**src/rtl/fetch_unit_if.sv**
```systemverilog
// Bundles fetch-stage signals: redirect input, instruction-memory port and decode handshake.
// No latency of its own; it only groups wires.
// Backpressure runs over the decode valid/ready pair (valid_o/ready_i).
interface fetch_unit_if #(
    parameter int ADDR_WIDTH = 32
);
    logic                  redirect_valid_i;
    logic [ADDR_WIDTH-1:0] redirect_pc_i;
    logic                  imem_req_o;
    logic [ADDR_WIDTH-1:0] imem_addr_o;
    logic [31:0]           imem_rdata_i;
    logic [31:0]           instr_o;
    logic [ADDR_WIDTH-1:0] pc_o;
    logic                  valid_o;
    logic                  ready_i;

    // Fetch-unit side
    modport master (
        input  redirect_valid_i, redirect_pc_i, imem_rdata_i, ready_i,
        output imem_req_o, imem_addr_o, instr_o, pc_o, valid_o
    );

    // Environment side: decode, memory and redirect source
    modport slave (
        output redirect_valid_i, redirect_pc_i, imem_rdata_i, ready_i,
        input  imem_req_o, imem_addr_o, instr_o, pc_o, valid_o
    );
endinterface

```
**src/rtl/fetch_unit.sv**
```systemverilog
// Instruction fetch: owns the PC, reads a 1-cycle synchronous imem, queues {instr, pc} for decode.
// Latency: request issued in cycle N, data queued at end of N+1, valid_o in N+2 (redirect: target valid in N+3).
// Backpressure: issue only while queued + in-flight < QUEUE_DEPTH; head holds steady while ready_i is low.
module fetch_unit #(
    parameter int                    ADDR_WIDTH  = 32,
    parameter logic [ADDR_WIDTH-1:0] RESET_PC    = '0,
    parameter int                    QUEUE_DEPTH = 2
) (
    input  logic         clk,
    input  logic         rst,
    fetch_unit_if.master bus
);
    localparam int PTR_W = $clog2(QUEUE_DEPTH);
    localparam int CNT_W = PTR_W + 1;

    typedef struct packed {
        logic [31:0]           instr;
        logic [ADDR_WIDTH-1:0] pc;
    } entry_t;

    entry_t                r_mem [QUEUE_DEPTH];
    logic [PTR_W-1:0]      r_head;
    logic [PTR_W-1:0]      r_tail;
    logic [CNT_W-1:0]      r_count;
    logic [ADDR_WIDTH-1:0] r_pc_q;
    logic [ADDR_WIDTH-1:0] r_inflight_pc;
    logic                  r_inflight;

    logic [CNT_W:0]        w_occupancy;
    logic                  w_issue;
    logic                  w_push;
    logic                  w_pop;
    logic                  w_valid;

    // Occupancy counts the outstanding request so a returning word always has a slot.
    // A pop in the same cycle is deliberately not credited, keeping the issue path short.
    assign w_occupancy = {1'b0, r_count} + (CNT_W+1)'(r_inflight);
    assign w_issue     = !rst && !bus.redirect_valid_i
                         && (w_occupancy < (CNT_W+1)'(QUEUE_DEPTH));
    // A redirect never coexists with a live in-flight response: no issue happens in the
    // redirect cycle, so the flush below is all the squashing needed.
    assign w_push      = r_inflight;
    assign w_valid     = (r_count != '0);
    assign w_pop       = w_valid && bus.ready_i;

    assign bus.imem_req_o  = w_issue;
    assign bus.imem_addr_o = r_pc_q;
    assign bus.valid_o     = w_valid;
    assign bus.instr_o     = w_valid ? r_mem[r_head].instr : '0;
    assign bus.pc_o        = w_valid ? r_mem[r_head].pc    : '0;

    // PC, in-flight tracking and queue pointers; reset beats redirect beats normal flow.
    always_ff @(posedge clk) begin
        if (rst) begin
            r_pc_q        <= RESET_PC;
            r_inflight    <= 1'b0;
            r_inflight_pc <= '0;
            r_count       <= '0;
            r_head        <= '0;
            r_tail        <= '0;
        end else if (bus.redirect_valid_i) begin
            r_pc_q     <= {bus.redirect_pc_i[ADDR_WIDTH-1:2], 2'b00};
            r_inflight <= 1'b0;
            r_count    <= '0;
            r_head     <= '0;
            r_tail     <= '0;
        end else begin
            assert (!(w_push && !w_pop && r_count == CNT_W'(QUEUE_DEPTH)));
            if (w_issue) begin
                r_pc_q        <= r_pc_q + ADDR_WIDTH'(4);
                r_inflight_pc <= r_pc_q;
            end
            r_inflight <= w_issue;
            if (w_push) begin
                r_tail <= r_tail + 1'b1;
            end
            if (w_pop) begin
                r_head <= r_head + 1'b1;
            end
            if (w_push && !w_pop) begin
                r_count <= r_count + 1'b1;
            end else if (!w_push && w_pop) begin
                r_count <= r_count - 1'b1;
            end
        end
    end

    // Queue storage: capture the returning word with the PC it was fetched from.
    always_ff @(posedge clk) begin
        if (!rst && !bus.redirect_valid_i && w_push) begin
            r_mem[r_tail] <= '{instr: bus.imem_rdata_i, pc: r_inflight_pc};
        end
    end
endmodule

```
**src/flat_wrapper.sv**
```systemverilog
// flat-port wrapper written by rule: the top's interface ports become plain ports
module fetch_unit_flat 
#(
    parameter int                    ADDR_WIDTH  = 32,
    parameter logic [ADDR_WIDTH-1:0] RESET_PC    = '0,
    parameter int                    QUEUE_DEPTH = 2
)
  (clk, rst, bus_redirect_valid_i, bus_redirect_pc_i, bus_imem_rdata_i, bus_ready_i, bus_imem_req_o, bus_imem_addr_o, bus_instr_o, bus_pc_o, bus_valid_o);
  fetch_unit_if #(.ADDR_WIDTH(ADDR_WIDTH)) bus_i ();
  input  logic clk;
  input  logic rst;
  input wire logic [$bits(bus_i.redirect_valid_i)-1:0] bus_redirect_valid_i;
  input wire logic [$bits(bus_i.redirect_pc_i)-1:0] bus_redirect_pc_i;
  input wire logic [$bits(bus_i.imem_rdata_i)-1:0] bus_imem_rdata_i;
  input wire logic [$bits(bus_i.ready_i)-1:0] bus_ready_i;
  output wire logic [$bits(bus_i.imem_req_o)-1:0] bus_imem_req_o;
  output wire logic [$bits(bus_i.imem_addr_o)-1:0] bus_imem_addr_o;
  output wire logic [$bits(bus_i.instr_o)-1:0] bus_instr_o;
  output wire logic [$bits(bus_i.pc_o)-1:0] bus_pc_o;
  output wire logic [$bits(bus_i.valid_o)-1:0] bus_valid_o;
  assign bus_i.redirect_valid_i = bus_redirect_valid_i;
  assign bus_i.redirect_pc_i = bus_redirect_pc_i;
  assign bus_i.imem_rdata_i = bus_imem_rdata_i;
  assign bus_i.ready_i = bus_ready_i;
  assign bus_imem_req_o = bus_i.imem_req_o;
  assign bus_imem_addr_o = bus_i.imem_addr_o;
  assign bus_instr_o = bus_i.instr_o;
  assign bus_pc_o = bus_i.pc_o;
  assign bus_valid_o = bus_i.valid_o;
  fetch_unit #(.ADDR_WIDTH(ADDR_WIDTH), .RESET_PC(RESET_PC), .QUEUE_DEPTH(QUEUE_DEPTH)) u_core (.clk(clk), .rst(rst), .bus(bus_i));
endmodule
```
**config.mk**
```make
export PLATFORM = sky130hd
export DESIGN_NAME = fetch_unit_flat
export DESIGN_NICKNAME = d
export VERILOG_FILES = /design/src/rtl/fetch_unit_if.sv /design/src/rtl/fetch_unit.sv /design/src/flat_wrapper.sv
export SDC_FILE = /design/constraint.sdc
export NUM_CORES = 1
export LEC_CHECK = 0
export CAP_MARGIN = 0
export CORE_ASPECT_RATIO = 0.75
export CORE_UTILIZATION = 55
export CTS_BUF_LIST = sky130_fd_sc_hd__clkbuf_8
export DETAILED_ROUTE_END_ITERATION = 6
export GPL_TIMING_DRIVEN = 0
export PLACE_DENSITY = 0.88
export RECOVER_POWER = 25
export SYNTH_ARGS = -nofsm -noshare
export SYNTH_HDL_FRONTEND = slang
export SYNTH_SLANG_ARGS = --single-unit
```
**constraint.sdc**
```tcl
create_clock -name clk -period 24.2 [get_ports clk]
set_input_delay 4.84 -clock clk [delete_from_list [all_inputs] [get_ports clk]]
set_output_delay 4.84 -clock clk [all_outputs]
set_load 0.01 [all_outputs]
```
### Word-level counts from Yosys, hierarchy flattened

Memory sizes are Yosys's and may differ from the RTL's. A register that Yosys moved wholly into a read port is not among the register bits.
Cells that the tools add are included.

* memories kept: 1
* latch bits: 0
* RAM bits: 128
* ROM bits: 0
* logic and storage cells: 41
* input bits: 68
* output and inout bits: 98
* register bits after elaboration: 69

Memories
* u_core.r_mem: depth 2, bits a word 64, rd ports 1, clocked after memory_dff 1, write ports 1, RTL line fetch_unit.sv:21 `entry_t r_mem [QUEUE_DEPTH];`

* order comparisons: 1
* shift operators: 0
* muxes and demuxes: 10
* div/mod/pow operators: 0
* bitwise gates (word level): 1
* add/sub/neg operators: 6
* $mul: 0
* eq/ne operators: 0
* reduce and logical (&&, ||, !) cells: 15

Operators by type and width (count)
* $mux 32: 4
* $add 32x3->32 const B: 1
* $logic_and 1x1->1: 6
* $reduce_bool 2->1: 3
* $logic_not 1->1: 4
* $mux 1: 4
* $mux 2: 2
* $add 2x1->3: 1
* $lt 3x2->1 const B: 1
* $add 1x1->1 const B: 2
* $add 2x1->2 const B: 1
* $reduce_and 2->1: 1
* $reduce_or 2->1: 1
* $sub 2x1->2 const B: 1
* $not 1->1: 1

### Logic depth before layout (Yosys ltp)

* word-level depth: 5
* depth in mapped cells: 9
* mapped depth without buffers: 8

### Worst setup path before layout

No wires, ideal clock.

* path type: input port to flip-flop
* from: in bus_redirect_valid_i
* to: mem u_core.r_mem[0][10] (netlist bit) (enable)
* library setup time: 656 ps
* data arrival time: 11756 ps
* path slack: 11788 ps
* stages: 4
* cells stage by stage: buf_6 clkbuf_1 clkbuf_1 nor4b_1

* cells in the longest elaborated chain, start to end: 5

RTL lines
* start: declaration: RTL line flat_wrapper.sv:12 `input wire logic [$bits(bus_i.redirect_valid_i)-1:0] bus_redirect_valid_i;`
* $logic_not 1->1: RTL line fetch_unit.sv:90 `if (!rst && !bus.redirect_valid_i && w_push) begin`
* $logic_and 1x1->1 (2 in series): RTL line fetch_unit.sv:90
* $mux 1: RTL line fetch_unit.sv:90
* $mux 1 (not written as such): RTL line fetch_unit.sv:91 `r_mem[r_tail] <= '{instr: bus.imem_rdata_i, pc: r_inflight_pc};`
* end: declaration: RTL line fetch_unit.sv:21

Every way passes these cells.

### Worst setup path in the final report

* from: in rst
* to: out bus_imem_req_o

* cells in the longest elaborated chain, start to end: 3

RTL lines
* start: declaration: RTL line flat_wrapper.sv:11 `input logic rst;`
* $logic_not 1->1: RTL line fetch_unit.sv:38 `assign w_issue = !rst && !bus.redirect_valid_i`
* $logic_and 1x1->1: RTL line fetch_unit.sv:38
* $logic_and 1x1->1: RTL line fetch_unit.sv:39 `&& (w_occupancy < (CNT_W+1)'(QUEUE_DEPTH));`
* end: declaration: RTL line flat_wrapper.sv:16 `output wire logic [$bits(bus_i.imem_req_o)-1:0] bus_imem_req_o;`

Every way passes these cells.

==> impl_metrics.csv <==
group,metric,value,unit
pwr,powerDensity,63.6,nW/µm²
drt,wl_per_cell,18.0,µm
timing,drv_slew,0,
synth,synthTopCellsByArea,"edfxtp_1 (48%), dfxtp_1 (17%), mux2i_1 (8.0%), nand2_1 (4.1%), nor2_1 (3.9%)",
drt,antenna_left,0,
outcome,status,"complete, but fails checks",
worst_setup_path,critPathArrivalTime,7.13,ns
global_routing,antenna_found_initial,0,
timing,period_share,0.495,
cts,htree_levels,4,
drt,drt_wl_total,18600,µm
layout,finalNonFillerCells,1038,
layout,register_area,5040,µm²
synth,yosys.area.top_type,"edfxtp_1",
timing,fin_setup_tns,0,ns
cts,clock_sinks,190,
layout,syn2layout_area_growth,30.3,%
floorplan,initial_core_util,0.565,
synth,yosys_warnings,0,
run,maxCapViolCount,0,
synth,ys_seq_area_frac,0.649,
worst_setup_path,start_kind,"input pin",
timing,fin_skew,0.0184,ns
layout,drive_gt1_frac,0.0823,
worst_setup_path,reg2reg_slack,21.64,ns
floorplan,fp.dieW,139,µm
drt,dr_total_vias,5832,
drt,drt_iter0_markers,580,
synth,syn-cell-area,7770,µm²
cts,postCtsHoldBufs,0,
drt,viasPerCell,5.62,
pwr,leakage,3.47,nW
worst_setup_path,required,19.36,ns
synth,synth_cell_types,51,
global_routing,grt_pass1_wl,29400,µm
floorplan,core,13700,µm²
synth,synthAdderAreaFrac,0.00322,
floorplan,die_y,105,µm
timing,max_slew.worst_pin.slew,1.14,ns
cts,cts_root_buf,"clkbuf_8",
layout,final_area,10100,µm²
layout,antennaDiodeCount,0,
global_routing,grt_max_degree,17,
layout,final_cell_mix,"clkdlybuf4s50_1 (136), edfxtp_1 (124), nand2_1 (85), nor2_1 (80), dfxtp_1 (66)",
layout,multi_input_area,2490,µm²
timing,final-hold-violation-count,0,
synth,async_flop_share,0,
synth,synth_flop_cell,"edfxtp_1",
floorplan,fp.dieArea,14600,µm²
place,gp_congestion,0.935,
worst_setup_path,crit_path_end_kind,"output pin",
worst_setup_path,cp_max_fo,10,
cts,cts_tree,"done",
timing,rsz0062_at_grt,"no",
timing,setup_ws,12.23,ns
timing,slew_headroom,0.239,
drt,route.detailed.drc,15,
timing,setup_viol,0,
cts,cts.clk_slew.worst_paths,0.09,ns
layout,final_nets,920,
cts,cts_setup_buffers,0,
worst_setup_path,worstSetupPathType,"in -> out",
synth,synthSimpleGateAreaFrac,0.138,
synth,synth_top_area_frac,0.479,
min_path,hold_class,"reg -> reg",
place,portBuffers,158,
cts,cts_buffers,17,
outcome,violations,"DRC",
cts,clockBufferDepth,2,
timing,fmax,83.5,MHz
synth,synth_xor_area_frac,0.0192,
global_routing,overflow,0,
synth,synth.area.mux_share,0.0876,
timing,period_needed,11.97,ns
cts,clock_latency,0.47,ns
cts,ctsResizeCount,0,
synth,synth_edf_count,124,
pwr,vdd_ir_drop_max,0.0368,mV
layout,layout_commonest_cell,"clkdlybuf4s50_1",
drt,firstDrtPassIters,7,
synth,syn_avg_cell_area,11.8,µm²
place,dpl-instance-area,9720,µm²
synth,synth_top_family_by_area,"simple AND/OR/NAND/NOR gates",
place,place_ws,12.29,ns
global_routing,grt_pass1_vias,5728,
place,dp_cells,1006,
synth,ys_ff_latch,190,
synth,synth_compound_area_frac,0.0686,
floorplan,ios,166,
layout,fillers,911,
floorplan,rows,37,
global_routing,grt_util_all_layers,0.263,
synth,syn_inst,658,
place,place_hpwl,13400,µm
==> power breakdown <==
group,switching (mW),internal [mW]
clock network,0.110,0.102
registers,0.00808,0.351
logic,0.0363,0.0369
total,0.154,0.490
==> per-stage QoR <==
step | hold WS (ns) | total power [mW] | util
after floorplan | 0.425 | 0.398 | -
after global placement | 0.430 | 0.437 | 0.697
after detailed placement | 0.439 | 0.440 | 0.707
after CTS | 0.460 | 0.647 | 0.736
after global routing | 0.479 | 0.666 | 0.736
final | 0.462 | 0.644 | 0.736
==> final cells by class <==
cell class                      instances  area share
Multi-Input combinational cell        414       0.246
Tap cell                              175      0.0216
Clock buffer                           17      0.0231
Timing Repair Buffer                  170       0.168
Clock inverter                         15      0.0168
Inverter                               12     0.00457
Buffer                                 45      0.0214
Sequential cell                       190       0.498
==> logic make-up after synthesis <==
family	after synthesis
simple gates	232
flops	190
compound gates	92
mux	67
buf+inv	57
xor+xnor	17
fa+ha+maj	2
other cells	1
==> worst max-delay path, cell delays in order <==
cell             delay, ns
clkdlybuf4s50_1       0.57
a2111o_1              0.48
buf_6                 0.18
clkinv_2              0.07
buf_6                 0.15
buf_2                 0.25
clkdlybuf4s50_1       0.58
==> cells in the mapped netlist (all sizes together) (3+ instances only) <==
library cell	n
and2	3
a31oi	7
xor2	9
mux2i	62
nor2	81
or3b	3
nand2	86
nand3	6
nor3	11
o21a	6
xnor2	8
and4	3
nand2b	7
clkbuf	26
dfxtp	66
mux2	5
o21ai	6
nand4	15
a21oi	58
o22ai	6
buf	19
and3	11
edfxtp	124
inv	11
==> flip-flops by register name, indices dropped and copies added (netlist names), named ones only <==
register	count
u_core.r_tail	1
u_core.r_inflight_pc	30
u_core.r_count	2
u_core.r_inflight	1
u_core.bus.imem_addr_o	30
u_core.r_head	1
u_core.r_mem	124
==> layer usage <==
| metal | track usage | wire length [µm] | share of wire | up-vias |
|---|---|---|---|---|
| li1 | - | - | - | 2713 |
| met1 | 0.353 | 8000 | 0.43 | 2753 |
| met2 | 0.422 | 8540 | 0.46 | 331 |
| met3 | 0.0568 | 1810 | 0.097 | 35 |
| met4 | 0.0913 | 278 | 0.015 | 0 |
| met5 | 0 | 0 | 0 | - |
==> path summary, 6_finish.rpt <==
path	from	endpoint	depth (start not counted)
worst max-delay path	rst	bus_imem_req_o	7
worst min-delay path	u_core.r_inflight_pc[8]$_SDFFE_PP0P_	u_core.r_mem[1][8]$_DFFE_PP_	0
worst max register to register	u_core.r_count[0]$_SDFFE_PP0P_	u_core.r_count[1]$_SDFFE_PP0P_	8
worst min register to register	u_core.r_inflight_pc[8]$_SDFFE_PP0P_	u_core.r_mem[1][8]$_DFFE_PP_	0
Power figures use the tool's default switching activity.
